--- src/rtl/tt_pkg.sv ---
// Shared types and constants for the truth-table capture block.
package tt_pkg;

  localparam int N_INPUTS_DEFAULT = 7;
  localparam int SETTLE_W = 4;

  typedef enum logic [1:0] {
    IDLE   = 2'd0,
    SWEEP  = 2'd1,
    FINISH = 2'd2
  } state_e;

  function automatic int tt_width(input int n);
    return 1 << n;
  endfunction

endpackage

--- src/rtl/tt_sweep_counter.sv ---
// Walks x through 0..2^N-1, holding each value for SETTLE_CYCLES clocks
// and flagging the edge on which the function output should be sampled.
module tt_sweep_counter
  import tt_pkg::*;
#(
  parameter int N_INPUTS      = N_INPUTS_DEFAULT,
  parameter int SETTLE_CYCLES = 1
) (
  input  logic                clk,
  input  logic                rst,
  input  logic                clear,
  input  logic                enable,
  output logic [N_INPUTS-1:0] x,
  output logic                sample_strobe,
  output logic                last
);

  localparam logic [SETTLE_W-1:0] SETTLE_LAST = SETTLE_W'(SETTLE_CYCLES - 1);
  localparam logic [N_INPUTS-1:0] X_LAST      = '1;

  logic [N_INPUTS-1:0] x_q, x_d;
  logic [SETTLE_W-1:0] settle_q, settle_d;

  always_comb begin
    sample_strobe = enable && (settle_q == SETTLE_LAST);
    last          = sample_strobe && (x_q == X_LAST);
  end

  // x saturates at its last value so FINISH/IDLE still show the final input.
  always_comb begin
    x_d      = x_q;
    settle_d = settle_q;
    if (clear) begin
      x_d      = '0;
      settle_d = '0;
    end else if (enable) begin
      if (sample_strobe) begin
        settle_d = '0;
        if (!last) begin
          x_d = x_q + 1'b1;
        end
      end else begin
        settle_d = settle_q + 1'b1;
      end
    end
  end

  always_ff @(posedge clk) begin
    if (rst) begin
      x_q      <= '0;
      settle_q <= '0;
    end else begin
      x_q      <= x_d;
      settle_q <= settle_d;
    end
  end

  assign x = x_q;

endmodule

--- src/rtl/truth_table_capture.sv ---
// Sweeps every input assignment of a single-output function and captures
// its truth table plus ones-count.
module truth_table_capture
  import tt_pkg::*;
#(
  parameter int  N_INPUTS      = N_INPUTS_DEFAULT,
  parameter int  SETTLE_CYCLES = 1,
  localparam int TT_W          = tt_width(N_INPUTS)
) (
  input  logic                clk,
  input  logic                rst,
  input  logic                start,
  output logic [N_INPUTS-1:0] x,
  input  logic                f_in,
  output logic                busy,
  output logic                done,
  output logic [TT_W-1:0]     tt,
  output logic                tt_valid,
  output logic [N_INPUTS:0]   ones_count
);

  state_e state_q, state_d;

  logic [TT_W-1:0]   tt_q, tt_d;
  logic              tt_valid_q, tt_valid_d;
  logic [N_INPUTS:0] ones_count_q, ones_count_d;

  logic accept;
  logic sample_strobe;
  logic last;

  assign accept = (state_q == IDLE) && start;

  tt_sweep_counter #(
    .N_INPUTS      (N_INPUTS),
    .SETTLE_CYCLES (SETTLE_CYCLES)
  ) u_counter (
    .clk           (clk),
    .rst           (rst),
    .clear         (accept),
    .enable        (state_q == SWEEP),
    .x             (x),
    .sample_strobe (sample_strobe),
    .last          (last)
  );

  always_ff @(posedge clk) begin
    if (rst) begin
      state_q <= IDLE;
    end else begin
      state_q <= state_d;
    end
  end

  always_comb begin
    state_d = state_q;
    unique case (state_q)
      IDLE:    if (start) state_d = SWEEP;
      SWEEP:   if (last)  state_d = FINISH;
      FINISH:  state_d = IDLE;
      default: state_d = IDLE;
    endcase
  end

  always_comb begin
    busy = (state_q == SWEEP);
    done = (state_q == FINISH);
  end

  // Table bits are written in place at index x; unwritten bits stay 0.
  always_comb begin
    tt_d         = tt_q;
    tt_valid_d   = tt_valid_q;
    ones_count_d = ones_count_q;
    if (accept) begin
      tt_d         = '0;
      tt_valid_d   = 1'b0;
      ones_count_d = '0;
    end else if (sample_strobe) begin
      tt_d[x]      = f_in;
      ones_count_d = ones_count_q + (N_INPUTS + 1)'(f_in);
      if (last) begin
        tt_valid_d = 1'b1;
      end
    end
  end

  always_ff @(posedge clk) begin
    if (rst) begin
      tt_q         <= '0;
      tt_valid_q   <= 1'b0;
      ones_count_q <= '0;
    end else begin
      tt_q         <= tt_d;
      tt_valid_q   <= tt_valid_d;
      ones_count_q <= ones_count_d;
    end
  end

  assign tt         = tt_q;
  assign tt_valid   = tt_valid_q;
  assign ones_count = ones_count_q;

endmodule
--- config.mk ---
export PLATFORM = sky130hd
export DESIGN_NAME = truth_table_capture
export DESIGN_NICKNAME = d
export VERILOG_FILES = /design/src/rtl/tt_pkg.sv /design/src/rtl/tt_sweep_counter.sv /design/src/rtl/truth_table_capture.sv
export SDC_FILE = /design/constraint.sdc
export NUM_CORES = 1
export LEC_CHECK = 0
export CAP_MARGIN = 20
export CORE_ASPECT_RATIO = 1.4
export CORE_UTILIZATION = 40
export CTS_BUF_LIST = sky130_fd_sc_hd__clkbuf_16
export DETAILED_ROUTE_END_ITERATION = 6
export DONT_BUFFER_PORTS = 1
export GPL_TIMING_DRIVEN = 0
export PLACE_DENSITY_LB_ADDON = 0.1
export SETUP_SLACK_MARGIN = 0.02
export SYNTH_ARGS = -nofsm -noshare
export SYNTH_HDL_FRONTEND = slang
export SYNTH_SLANG_ARGS = --single-unit
--- constraint.sdc ---
create_clock -name clk -period 1.8 [get_ports clk]
set_input_delay 0.36 -clock clk [delete_from_list [all_inputs] [get_ports clk]]
set_output_delay 0.36 -clock clk [all_outputs]
set_load 0.005 [all_outputs]
# Word-level counts from Yosys, hierarchy flattened
# Index checks and enable logic that the tools add are counted.
[totals] ff_bits=150 input_bits=4 out_inout_bits=146 wordCells=34
[op_classes] add_sub_neg=3 n_lt_le_gt_ge=2 eq_ne=5 muxes=7 bitwise_logic=1 n_reduce_logical=10
[ops] cell="128-bit bitwise mux" count=1
[ops] cell="8-bit by 1-bit adder with 8-bit output" count=1
[ops] cell="7-bit by 8-bit < comparator with 1-bit output, second input constant" count=1
[ops] cell="7-bit by 1-bit adder with 7-bit output, second input constant" count=1
[ops] cell="1-bit demux with 7-bit select" count=1
[ops] cell="7-bit equality test, second input constant" count=1
[ops] cell="7-bit by 1-bit >= comparator with 1-bit output, second input constant" count=1
[ops] cell="4-bit by 1-bit adder with 4-bit output, second input constant" count=1
[ops] cell="1-bit logical AND" count=4
[ops] cell="4-bit zero test" count=1
[ops] cell="2-bit two-way mux" count=2
[ops] cell="4-bit two-way mux" count=1
[ops] cell="2-bit != test, second input constant" count=2
[ops] cell="2-bit one-hot mux with 2 select lines" count=1
[ops] cell="2-bit AND reduction" count=2
[ops] cell="3-bit AND reduction" count=1
[ops] cell="2-bit by 1-bit equality test with 1-bit output, second input constant" count=1
[ops] cell="2-bit equality test, second input constant" count=1
[ops] cell="2-bit zero test" count=1
[ops] cell="2-bit OR reduction" count=1
[ops] cell="1-bit two-way mux" count=1
[ops] cell="1-bit NOT" count=1

# Depth between registers and ports, before layout
# Gate-level depths: netlist of run 1.
[depth] depth_word=5 ltp_mapped=9 mapped_depth_nobuf=6

# By module
# A second synthesis of run 1 with hierarchy kept.
[hier_totals] hier_cells=718 area_unflattened_um2=7071.8
[modules_own_cells] mod="truth_table_capture" instances=1 cells_each=661 area_each_um2=6528.8 seq_area_each_um2=2782.7
[modules_own_cells] mod="tt_sweep_counter" instances=1 cells_each=57 area_each_um2=543.0 seq_area_each_um2=220.2

# Worst setup path after synthesis of run 1
# No wires, ideal clock.
[synth_timing] path_kind="register to register" startpoint="register u_counter.settle_q[3]" endpoint="register tt_q[31], in the netlist tt[31]" setup_time_ps=127 arrival_time_ps=1811 required_time_ps=1673 slack_ps=-137 path_stages_with_launch=9 path_buffers=4 synth_period_minus_slack_ps=1937 path_cell_list="dfxtp_1 > buf_6 > or3b_1 > buf_6 > or4_4 > buf_6 > buf_6 > o211ai_2 > o31ai_2"
[synth_via] elab_chain_len=2
[synth_rtl] element="from (decl)" line="tt_sweep_counter.sv:22" source="logic [SETTLE_W-1:0] settle_q, settle_d;"
[synth_rtl] element="from (signal assigned)" line="tt_sweep_counter.sv:54" source="settle_q <= settle_d;"
[synth_rtl] element="4-bit zero test" line="tt_sweep_counter.sv:25" source="sample_strobe = enable && (settle_q == SETTLE_LAST);"
[synth_rtl] element="1-bit logical AND" line="tt_sweep_counter.sv:25"
[synth_rtl] element="to (signal assigned)" line="truth_table_capture.sv:94" source="tt_q <= tt_d;"
[synth_rtl] element="to (decl)" line="truth_table_capture.sv:24" source="logic [TT_W-1:0] tt_q, tt_d;"
# Every way passes these cells.
# A chain may end at the register's enable or synchronous reset.

# Worst setup path after layout of run 1
[layout_timing] startpoint="register u_counter.settle_q[3]" endpoint="register tt_q[21], in the netlist tt[21]"
# The elaborated chain is that of the path after synthesis.

==> impl_metrics.toml, run 1 <==
[run_status]
status = "finished, violations left"
violations = "negative setup slack"

[die]
fp.dieH_um = 151
pin_count = 150
die_w_um = 108
core-area_um2 = 15500
start_util_pct = 40.7
num_rows = 54
die_area_um2 = 16300

[clock_network]
clockBufferDepth = 2
htreeDepth = 4
clkTransAtPathRegs_ns = 0.06
cts_tree = "built"
numCtsBuffers = 17
clk_root_buffer_cell = "clkbuf_16"
cts.sinks = 150
worstSkewPairLatency_ns = 0.43

[pwr]
power_density_nw_per_um2 = 852
p_int_w = 0.00534
ir_drop_v = 0.000555
leakage_nw = 2.80
comb_power_share_pct = 7.6
power_frac_seq_pct = 45.5
switching_share_pct = 27.2
switching_power_w = 0.00200
pwr-share-clk_pct = 46.9

[sta]
drv_slew = 0
rsz0062_at_grt = "true"
period_share_pct = 110
holdWs_ns = 0.00840
timing.slew.headroom_pct = 45.0
tns_ns = -8.59
setup_viol = 89
worst_slack_ns = -0.186
skew_ns = 0.0147
fin_crit_ns = 1.99
finalHoldViolCount = 0
max_freq_ghz = 0.504
worst_pin_slew_ns = 0.826

[synth]
synth_compound_area_share_pct = 27.2
synth_top_area_share_pct = 47.4
synthArstFlopShare_pct = 0
ys.flop_type = "dfxtp_1"
synth_edf_count = 0
synthAdderAreaFrac_pct = 0.988
synth_top_family_by_area = "compound AO/OA/AOI/OAI gates"
synth-seq-cells = 150
synth_cell_types = 45
syn_avg_cell_area_um2 = 8.76
synthXorXnorAreaFrac_pct = 0.968
synth_area_leaders = "dfxtp_1 (47%), a21oi_1 (7.0%), o21ai_0 (6.6%), o31ai_1 (5.6%), nand3_1 (4.8%)"
muxShareOfSynthArea_pct = 0.158
synthesis.nets = 732
ys_warn_count = 0
ys_seq_area_share_pct = 47.4
yosys.area_share.simple_pct = 18.1
syn_inst = 723
synthesis.area_um2 = 6330
synth_area_leader_cell = "dfxtp_1"

[finish]
most-common-layout-cells = "dfxtp_1 (140), o21ai_0 (76), a21oi_1 (52), o31ai_1 (42)"
area_growth_pct = 36.0
final_common_cell = "dfxtp_1"
drive_gt1_share_pct = 33.0
nets = 799
insertedDiodeCount = 0
fin_area_um2 = 8610
fin_util_pct = 55.4
fill_cells = 1430

[critical_path]
setup.worst_path.end_class = "register"
start_kind = "register"
cp.depth = 6
crit_required_ns = 2.10
cpPeakStageDelay_ns = 0.58
reg2reg_depth = 6
cp_top_family = "simple AND/OR/NAND/NOR gates"
cp_slowest_cell = "or4_4"
crit_chain = "or3b_1, buf_6, or4_4, clkbuf_16, o211ai_2, o31ai_1"
path_buf_inv = 2
critPathArrivalTime_ns = 2.29
cp_max_fo = 7
path_class = "register to register"

[placement]
hpwl_mm = 15.8
dpl_cell_area_um2 = 6610
port_buffers = 0
dp_worst_setup_slack_ns = -0.630
place_congestion = 0.895

[route]
remaining_drc_errors = 0
routedWlPerCell_um = 24.1
vias = 6260
ant_nets = 0
vias_per_cell = 6.27
firstDrtPassIters = 6
drt_iter0_drc = 388
wirelength_mm = 24.1

[flow_run]
drv_cap = 0

[min_path]
hp-class = "input pin to register"
holdPathStages = 1

[global_route]
overflow = 0
grt_pass1_vias = 6028
antenna_found_initial = 0
grt_max_degree = 17
grt_pass1_wl_mm = 34.6
grt_util_all_layers_pct = 28.3
per-stage QoR:
stage | total power (W) | cells
2_1_floorplan | 0.00364 | 723
3_3_place_gp | 0.00375 | 919
3_5_place_dp | 0.00377 | 921
4_1_cts | 0.00724 | 979
5_1_grt | 0.00753 | 999
6_report | 0.00734 | 999
cell usage after synthesis (2+ instances only):
cell type / count
dfxtp_1: 150
a21oi_1: 89
o21ai_0: 84
nand3_1: 61
clkbuf_1: 59
o31ai_1: 47
nand2_1: 44
nand4_1: 37
o211ai_1: 34
nor2_1: 15
o211ai_2: 14
nor3_1: 9
nor2b_1: 8
and2_1: 7
buf_6: 6
ha_1: 5
inv_1: 4
nor4_1: 4
xor2_1: 4
and3_1: 3
or3_1: 3
xnor2_1: 3
a41oi_1: 2
and3b_1: 2
and4b_1: 2
buf_1: 2
nand2b_1: 2
nand4b_1: 2
nor4b_1: 2
nor4b_2: 2
nor4bb_1: 2
o21a_1: 2
logic make-up after synthesis:
family                   Yosys count
AO/OA/AOI/OAI                    277
AND/OR/NAND/NOR                  210
flip-flops                       150
buffers and inverters             73
XOR/XNOR                           7
adder cells (fa/ha/maj)            5
multiplexers                       1
layer usage:
layer	wire length [µm]	share of wire [%]	track usage [%]	vias to the layer above
li1	-	-	-	2864
met5	0	0	0	-
met1	8570	36	29.4	3056
met2	12600	52	50.7	275
met4	947	3.9	13.6	0
met3	1980	8.2	9.47	65
power by group through the flow:
stage	Sequential, W	Clock [W]	Combinational [W]
2_1_floorplan	0.00341	0	0.000228
3_3_place_gp	0.00341	0	0.000338
3_5_place_dp	0.00341	0	0.000354
4_1_cts	0.00334	0.00346	0.000441
5_1_grt	0.00334	0.00361	0.000583
6_report	0.00334	0.00344	0.000556
repair_timing:
item / 4_1_cts / 5_1_grt
endpoints found under the setup margin: 149 / 146
endpoints found under the hold margin: 1 / 0
hold buffers: 1 / 0
cloned: 3 / 5
resized for setup: 142 / 128
setup buffers: 26 / 22
pin swaps: 52 / 48
sequential cells by signal, indices dropped and copies added, names as in the netlist:
register            flops
ones_count              8
state_q                 2
tt                    128
tt_valid                1
u_counter.settle_q      4
u_counter.x             7
path summary, 6_finish.rpt:
path,startpoint,slack [ns],end
worst max-delay path,u_counter.settle_q[3],-0.19,tt[21]
worst min-delay path,rst,0.008,state_q[0]
worst max register to register,u_counter.settle_q[3],-0.19,tt[21]
worst min register to register,tt[39],0.50,tt[39]
final cells by class:
| class | instances | area (µm²) | share of cell area, % |
|---|---|---|---|
| plain buffers | 59 | 425 | 4.94 |
| clock buffers | 17 | 425 | 4.94 |
| clock inverters | 15 | 133 | 1.54 |
| inverters | 4 | 15.0 | 0.174 |
| multi-input cells | 500 | 3720 | 43.2 |
| flip-flops and latches | 150 | 3020 | 35.1 |
| well taps | 196 | 245 | 2.85 |
| repair buffers | 58 | 627 | 7.28 |
worst register-to-register path: cells and delay by family (launching register included):
family          cells  cell delay [ns]
flops               1             0.36
buf+inv             2             0.35
simple gates        2             0.94
compound gates      2             0.23
(Power assumes the default switching activity.)
==> run 2: changes to the inputs <==
--- a/config.mk
+++ b/config.mk
@@ -14,6 +14,7 @@
 export GPL_TIMING_DRIVEN = 0
 export PLACE_DENSITY_LB_ADDON = 0.1
 export SETUP_SLACK_MARGIN = 0.02
+export SLEW_MARGIN = 30
 export SYNTH_ARGS = -nofsm -noshare
 export SYNTH_HDL_FRONTEND = slang
 export SYNTH_SLANG_ARGS = --single-unit
==> run 2 against run 1 <==
  * Combinational power is 11% lower
  * Non-clock buffer count shrank 20
  * The flow still finishes with violations (negative setup slack)
  * First-iteration DRC count fell by 20%
==> impl_metrics.toml, run 2 (synthesis gave the netlist of run 1 again) <==
[run_status]
status = "finished, violations left"
violations = "negative setup slack"

[finish]
nets = 780
largest_register_ffs = 128
stdcell_count = 979
drive_gt1_share_pct = 24.8
final_common_cell = "dfxtp_1"
most-common-layout-cells = "dfxtp_1 (140), o21ai_0 (83), a21oi_1 (81), nand3_1 (51), o31ai_1 (42)"
fin_util_pct = 51.7
area_growth_pct = 27.0
insertedDiodeCount = 0

[route]
routedWlPerCell_um = 23.8
remaining_drc_errors = 0
vias_per_cell = 6.28
ant_nets = 0
drt_iter0_drc = 312
vias = 6148
wirelength_mm = 23.3
firstDrtPassIters = 5

[die]
start_util_pct = 40.7
die_w_um = 108
pin_count = 150
num_rows = 54
fp.dieH_um = 151
die_area_um2 = 16300
core-area_um2 = 15500

[clock_network]
clkTransAtPathRegs_ns = 0.06
numCtsBuffers = 17
cts_tree = "built"
clockBufferDepth = 2
worstSkewPairLatency_ns = 0.43
htreeDepth = 4
clk_root_buffer_cell = "clkbuf_16"
cts.sinks = 150

[sta]
timing.slew.headroom_pct = 51.8
rsz0062_at_grt = "true"
worst_slack_ns = -0.115
holdWs_ns = 0.0258
fin_crit_ns = 1.92
finalHoldViolCount = 0
drv_slew = 0
worst_pin_slew_ns = 0.723
setup_viol = 17
skew_ns = 0.0197
period_share_pct = 106
tns_ns = -1.44
max_freq_ghz = 0.522

[global_route]
grt_pass1_wl_mm = 34.3
antenna_found_initial = 0
overflow = 0
grt_pass1_vias = 5923
grt_util_all_layers_pct = 28.1
grt_max_degree = 17

[flow_run]
drv_cap = 0

[critical_path]
start_kind = "register"
setup.worst_path.end_class = "register"
critPathArrivalTime_ns = 2.21
startpoint = "state_q[0]"
path_class = "register to register"
crit_required_ns = 2.09
r2r_start = "state_q[0]"
cp_max_fo = 10

[placement]
place_congestion = 0.895
hpwl_mm = 15.7
port_buffers = 0
dpl.cell_count = 920

[pwr]
leakage_nw = 2.63
power_w = 0.00763
power_density_nw_per_um2 = 949
ir_drop_v = 0.000660

[min_path]
hp-class = "input pin to register"
min_from = "rst"
## run 2: per-layer routing
layer  routed length (µm)  vias to the layer above  part of all wire (%)  GRT usage (%)
met5                    0                        -                     0              0
li1                     -                     2827                     -              -
met2                12100                      275                    52           50.6
met3                 1860                       62                   8.0           7.23
met1                 8430                     2984                    36           30.4
met4                  916                        0                   3.9           12.9
## run 2: worst paths after layout
path,end,slack [ns],depth (start not counted)
min reg2reg,tt[32],0.50,2
min,state_q[0],0.03,1
max,tt[21],-0.12,5
max reg2reg,tt[21],-0.12,5
## run 2: worst max-delay path, cell delays in order (launching register included)
cell      delay (ns)
dfxtp_4         0.37
or3b_4          0.41
or4_4           0.59
buf_12          0.19
o211ai_2        0.16
o31ai_2         0.08
## run 2: layout make-up
cell class / instances / area (µm²)
buffer: 59 / 380
clock buffer: 17 / 425
clock inverter: 14 / 190
fill: 1466 / 7500
inverter: 4 / 15.0
multi-input combinational: 501 / 3390
sequential: 150 / 3020
tap: 196 / 245
timing repair buffer: 38 / 372
## run 2: timing repair
action,CTS,global route
endpoints found under the hold margin,0,1
setup buffers,20,13
resized for setup,105,75
hold buffers,0,1
endpoints found under the setup margin,150,141
gates cloned,3,1
pin swaps,18,22
## run 2: through the flow
step	worst slack, ns	cell area [µm²]
after detailed placement	-0.624	6620
final	-0.115	8040
after CTS	-0.173	7760
after global routing	-0.152	8040
after global placement	-0.835	6580
after floorplan	-0.137	6330
## run 2: power by group
group / internal, W / switching, W
combinational: 0.000169 / 0.000327
clock: 0.00222 / 0.00158
sequential: 0.00332 / 0.0000124
